[config.mk]
export PLATFORM = sky130hd
export DESIGN_NAME = time_set_ctrl_flat
export DESIGN_NICKNAME = d
export VERILOG_FILES = /design/src/rtl/time_set_ctrl_if.sv /design/src/rtl/time_set_ctrl.sv /design/src/flat_wrapper.sv
export SDC_FILE = /design/constraint.sdc
export NUM_CORES = 1
export LEC_CHECK = 0
export CAP_MARGIN = 0
export CORE_UTILIZATION = 30
export CTS_CLUSTER_SIZE = 30
export DETAILED_ROUTE_END_ITERATION = 16
export GPL_TIMING_DRIVEN = 1
export MAX_ROUTING_LAYER = met4
export PLACE_DENSITY = 0.62
export SYNTH_ARGS = -nofsm -noshare
export SYNTH_HDL_FRONTEND = slang
export SYNTH_SLANG_ARGS = --single-unit
[constraint.sdc]
create_clock -name clk -period 4.7 [get_ports clk]
set_clock_uncertainty 0.2 [all_clocks]
set_input_delay 0.94 -clock clk [delete_from_list [all_inputs] [get_ports clk]]
set_output_delay 0.94 -clock clk [all_outputs]
set_load 0.03 [all_outputs]
[src/rtl/time_set_ctrl_if.sv]
// time_set_ctrl_if
// Groups the tick/key inputs and the time/mode outputs of time_set_ctrl.
//   tick_1hz         1  one-cycle strobe, once per second
//   key_press_short  1  short-press indication (pulse or level)
//   key_press_long   1  long-press indication (pulse or level)
//   hours            5  0..23, binary
//   minutes          6  0..59, binary
//   seconds          6  0..59, binary
//   mode             2  00 RUN, 01 SET_HOUR, 10 SET_MIN
// Modports: slave = the time_set_ctrl block, master = the key/tick source and display side.
interface time_set_ctrl_if;
    logic       tick_1hz;
    logic       key_press_short;
    logic       key_press_long;
    logic [4:0] hours;
    logic [5:0] minutes;
    logic [5:0] seconds;
    logic [1:0] mode;

    modport slave (
        input  tick_1hz, key_press_short, key_press_long,
        output hours, minutes, seconds, mode
    );

    modport master (
        output tick_1hz, key_press_short, key_press_long,
        input  hours, minutes, seconds, mode
    );
endinterface

[src/rtl/time_set_ctrl.sv]
// time_set_ctrl
// Time-of-day keeper (hh:mm:ss, 24 h) with a key-driven set mode.
// A long press cycles RUN -> SET_HOUR -> SET_MIN -> RUN; a short press
// increments the field being edited. Time is frozen while editing and
// seconds are cleared when leaving SET_MIN.
// Ports:
//   clk   in   system clock, rising edge
//   rst   in   synchronous reset, active-high
//   bus   slave modport of time_set_ctrl_if (tick/key inputs, time/mode outputs)
// Parameters:
//   TIMEOUT_SEC  idle seconds in a set state before auto-return to RUN
// Configuration:
//   SET_TIMEOUT_EN  when defined, enables the set-mode idle timeout;
//                   otherwise set states are held indefinitely.
module time_set_ctrl #(
    parameter int unsigned TIMEOUT_SEC = 10
) (
    input  logic           clk,
    input  logic           rst,
    time_set_ctrl_if.slave bus
);

    typedef enum logic [1:0] {
        RUN      = 2'b00,
        SET_HOUR = 2'b01,
        SET_MIN  = 2'b10
    } state_t;

    state_t     state, state_nxt;
    logic [4:0] hours_q, hours_nxt;
    logic [5:0] minutes_q, minutes_nxt;
    logic [5:0] seconds_q, seconds_nxt;
    logic       short_q, long_q;
    logic       ev_s, ev_l;

    if (TIMEOUT_SEC == 0) begin : g_bad_timeout
        $error("TIMEOUT_SEC must be at least 1");
    end

`ifdef SET_TIMEOUT_EN
    localparam int unsigned IDLE_W = $clog2(TIMEOUT_SEC + 1);
    logic [IDLE_W-1:0] idle_q, idle_nxt;
`endif

    always_comb begin
        ev_s        = bus.key_press_short & ~short_q;
        ev_l        = bus.key_press_long  & ~long_q;
        state_nxt   = state;
        hours_nxt   = hours_q;
        minutes_nxt = minutes_q;
        seconds_nxt = seconds_q;

        unique case (state)
            RUN: begin
                if (bus.tick_1hz) begin
                    if (seconds_q == 6'd59) begin
                        seconds_nxt = '0;
                        if (minutes_q == 6'd59) begin
                            minutes_nxt = '0;
                            hours_nxt   = (hours_q == 5'd23) ? '0 : hours_q + 5'd1;
                        end else begin
                            minutes_nxt = minutes_q + 6'd1;
                        end
                    end else begin
                        seconds_nxt = seconds_q + 6'd1;
                    end
                end
                if (ev_l) state_nxt = SET_HOUR;
            end
            SET_HOUR: begin
                if (ev_l)      state_nxt = SET_MIN;
                else if (ev_s) hours_nxt = (hours_q == 5'd23) ? '0 : hours_q + 5'd1;
            end
            SET_MIN: begin
                if (ev_l) begin
                    state_nxt   = RUN;
                    seconds_nxt = '0;
                end else if (ev_s) begin
                    minutes_nxt = (minutes_q == 6'd59) ? '0 : minutes_q + 6'd1;
                end
            end
            default: state_nxt = RUN;
        endcase

`ifdef SET_TIMEOUT_EN
        // Timeout overrides any key event in the same cycle: the edit made so
        // far is kept but a concurrent short-press increment is discarded.
        idle_nxt = idle_q;
        if (state == RUN) begin
            idle_nxt = '0;
        end else if (bus.tick_1hz && idle_q == IDLE_W'(TIMEOUT_SEC - 1)) begin
            state_nxt   = RUN;
            seconds_nxt = '0;
            hours_nxt   = hours_q;
            minutes_nxt = minutes_q;
            idle_nxt    = '0;
        end else if (ev_s || ev_l) begin
            idle_nxt = '0;
        end else if (bus.tick_1hz) begin
            idle_nxt = idle_q + IDLE_W'(1);
        end
`endif
    end

    always_ff @(posedge clk) begin
        if (rst) begin
            state     <= RUN;
            hours_q   <= '0;
            minutes_q <= '0;
            seconds_q <= '0;
            short_q   <= 1'b0;
            long_q    <= 1'b0;
`ifdef SET_TIMEOUT_EN
            idle_q    <= '0;
`endif
        end else begin
            state     <= state_nxt;
            hours_q   <= hours_nxt;
            minutes_q <= minutes_nxt;
            seconds_q <= seconds_nxt;
            short_q   <= bus.key_press_short;
            long_q    <= bus.key_press_long;
`ifdef SET_TIMEOUT_EN
            idle_q    <= idle_nxt;
`endif
        end
    end

    assign bus.hours   = hours_q;
    assign bus.minutes = minutes_q;
    assign bus.seconds = seconds_q;
    assign bus.mode    = state;

endmodule
[src/flat_wrapper.sv]
// flat-port wrapper written by rule: the top's interface ports become plain ports
module time_set_ctrl_flat 
#(
    parameter int unsigned TIMEOUT_SEC = 10
)
  (clk, rst, bus_tick_1hz, bus_key_press_short, bus_key_press_long, bus_hours, bus_minutes, bus_seconds, bus_mode);
  time_set_ctrl_if bus_i ();
  input  logic clk;
  input  logic rst;
  input wire logic [$bits(bus_i.tick_1hz)-1:0] bus_tick_1hz;
  input wire logic [$bits(bus_i.key_press_short)-1:0] bus_key_press_short;
  input wire logic [$bits(bus_i.key_press_long)-1:0] bus_key_press_long;
  output wire logic [$bits(bus_i.hours)-1:0] bus_hours;
  output wire logic [$bits(bus_i.minutes)-1:0] bus_minutes;
  output wire logic [$bits(bus_i.seconds)-1:0] bus_seconds;
  output wire logic [$bits(bus_i.mode)-1:0] bus_mode;
  assign bus_i.tick_1hz = bus_tick_1hz;
  assign bus_i.key_press_short = bus_key_press_short;
  assign bus_i.key_press_long = bus_key_press_long;
  assign bus_hours = bus_i.hours;
  assign bus_minutes = bus_i.minutes;
  assign bus_seconds = bus_i.seconds;
  assign bus_mode = bus_i.mode;
  time_set_ctrl #(.TIMEOUT_SEC(TIMEOUT_SEC)) u_core (.clk(clk), .rst(rst), .bus(bus_i));
endmodule
==> metrics.md <==
| Metric | Value |
|---|---|
| Area growth from synthesis to layout | `27.9%` |
| Relative slew slack | `36.2%` |
| Die height | `63.0 um` |
| Die area | `3970 um2` |
| DRC viols | `0` |
| Finish-stage setup viols | `0` |
| Pins over their slew limit | `0` |
| Synth top area share | `37.6%` |
| Synth Flop Type | `dfxtp_1` |
| Setup TNS | `0 ps` |
| Final-report hold violation count | `0` |
| H-tree Lvls | `1` |
| GRT Resource Usage Total | `12.5%` |
| CTS tree | `built` |
| WP data required | `3560 ps` |
| Share of cells above drive strength 1 | `7.95%` |
| First-pass GRT wire length | `3.84 mm` |
| # fillers | `338` |
| Clock Power Share | `33.0%` |
| Final Cycle Share | `58.4%` |
| Sequential element share of the synthesized area | `37.6%` |
| Synth area leaders | `dfxtp_1 (38%), nor2_1 (5.4%), mux2i_1 (4.5%), nor2b_1 (4.5%), ha_1 (3.4%)` |
| Largest net degree at the start of global routing | `28` |
| Buffers & Inverters on Critical Path | `1` |
| EDFF count, synth | `0` |
| Clk root buf | `clkbuf_8` |
| Minimum clock period | `2740 ps` |
| CTS resizes | `0` |
| Most frequent cells after synthesis | `dfxtp_1 (21), nor2_1 (16), nand2_1 (8), nor2b_1 (8), a21oi_1 (7)` |
| Total CTS buffers | `3` |
| CP Max Fanout | `11` |
| Synth warnings | `0` |
| Max IR drop VDD | `177 uV` |
| Wirelength, routed | `2.27 mm` |
| Multi-input logic area | `664 um2` |
| Clk pin slew, worst setup/hold paths | `70 ps` |
| GRT Residual Overflow | `0` |
| Post-synth ARST share | `0%` |
| Crit path cell chain | `clkdlybuf4s50_1` |
| Internal | `263 uW` |
| Switching fraction of total power | `25.2%` |
| NetSw | `88.6 uW` |
| Cell taking the most area after synthesis | `dfxtp_1` |
| Most frequent cell after synthesis | `dfxtp_1` |
| Crit end category | `output pin` |
| Diode count | `0` |
| Cell area after synthesis | `1120 um2` |
| DR vias/cell | `5.01` |
| I/O Pins | `24` |
| Type of the worst min-delay path | `reg2reg` |
| Mapped Nets | `137` |
| RSZ-0062 raised after global routing | `no` |
| Final setup margin | `1960 ps` |
| Hold-fix buffers, CTS | `0` |
| Critical Path Max Stage Delay | `750 ps` |
| Worst skew pair latency | `260 ps` |
| Seq. cell area | `420 um2` |
| F_max | `364 MHz` |
| Startpoint types | `flip-flop` |
| Die Wd | `63.0 um` |
| Flop pwr share | `54.1%` |
| Slew @ Worst Pin | `954 ps` |
| Antenna viol nets, final | `0` |
| Routed len/inst | `11.5 um` |
| DRT Pass-1 Iters | `4` |
| Post-synthesis register bit count | `21` |
| Row Count | `21` |
| Worst Path Arrival | `1600 ps` |
| Critical-path top delay cell | `clkdlybuf4s50_1` |
| Static leakage | `0.000505 uW` |
| Cell Pwr Density | `246 nW/um2` |
| I/O Buffers | `23` |
| Initial antenna violation count | `0` |
| Status | `complete, no violations` |
| Unique cell type count in the Yosys netlist | `43` |
| Synthesized area per cell | `8.66 um2` |
| First-iteration detailed-routing DRC count | `39` |
| Setup repair bufs after CTS | `0` |
| Initial Utilization | `32.5%` |
| DP Worst Slack | `1870 ps` |
| Max-Cap Viols | `0` |
| Comb pwr share | `13.0%` |
| DP HPWL | `1.71 mm` |
| CP Class | `reg2out` |
| Buffer depth of the longest clock path | `2` |
| Nets | `160` |
| Clock Sinks | `21` |
| DR vias | `987` |
| Vias in the first global route | `921` |
| Synth Instances | `129` |
| Core box area | `3440 um2` |
| CP delay by family, top | `buffers and inverters` |
| GPL Wtd Cong | `0.771` |
## cell usage in the layout, fill, tap and decap left out, types with 2 or more instances in the layout
master / count
dfxtp_1: 21
clkdlybuf4s50_1: 23
nand2b_1: 4
nand3_1: 5
nor2_1: 16
inv_1: 3
a21oi_1: 7
clkbuf_8: 3
nand2_1: 8
nor2b_1: 8
o31ai_1: 2
and3_1: 2
mux2i_1: 5
and2_1: 3
or3_1: 2
nand3b_1: 3
nor3_1: 6
ha_1: 3
nand4_1: 2
o21ai_0: 3
## area by class of cell
class | count | area share, %
multi-input combinational | 100 | 46.5
clock buffer | 4 | 3.15
tap | 46 | 4.03
inverter | 3 | 0.788
sequential | 21 | 29.4
timing repair buffer | 23 | 16.1
## final timing paths
| path | start | endpoint | slack, ps | cells past startpoint |
|---|---|---|---|---|
| hold reg to reg | u_core.bus.hours[4] | u_core.bus.hours[4] | 320 | 2 |
| setup / recovery | u_core.bus.mode[0] | bus_mode[0] | 1960 | 1 |
| setup reg to reg | u_core.bus.seconds[0] | u_core.bus.minutes[2] | 2640 | 6 |
| hold / removal | u_core.bus.hours[4] | u_core.bus.hours[4] | 320 | 2 |
## logic make-up (layout without fill, tap and decap cells)
kind of cell	Yosys count	after routing	share of synthesized area, %
simple gates	65	65	31.2
flops	21	21	37.6
fa+ha+maj	3	3	3.36
compound gates	24	24	17.2
buf+inv	8	30	2.91
xor+xnor	1	1	0.784
mux	7	7	6.83
## routing by layer
layer / wire (um) / global-route usage (%) / vias up
li1: - / - / 505
met1: 1060 / 13.7 / 462
met5: 0 / - / -
met3: 91 / 4.01 / 0
met4: 0 / 5.81 / 0
met2: 1120 / 20.4 / 20
## state kept, by name, indices dropped and copies added (netlist names)
name / flops
u_core.bus.hours: 5
u_core.bus.minutes: 6
u_core.bus.mode: 2
u_core.bus.seconds: 6
u_core.long_q: 1
u_core.short_q: 1
## per-stage QoR
stage	util (%)	power (uW)	cells	hold slack [ps]	area (um2)
after global placement	40.2	239	193	290	1380
after CTS	41.5	359	197	318	1430
after global routing	41.5	373	197	352	1430
final	41.5	352	197	318	1430
after detailed placement	40.2	240	193	307	1380
after floorplan	-	225	129	362	1120
## power by group through the flow
stage | combinational [uW] | clock [uW] | sequential [uW]
floorplan | 27.3 | 0 | 197
global placement | 45.1 | 0 | 194
detailed placement | 45.8 | 0 | 194
CTS | 45.9 | 123 | 190
global route | 50.3 | 131 | 191
finish | 45.6 | 116 | 190
Power figures use the tool's default switching activity.
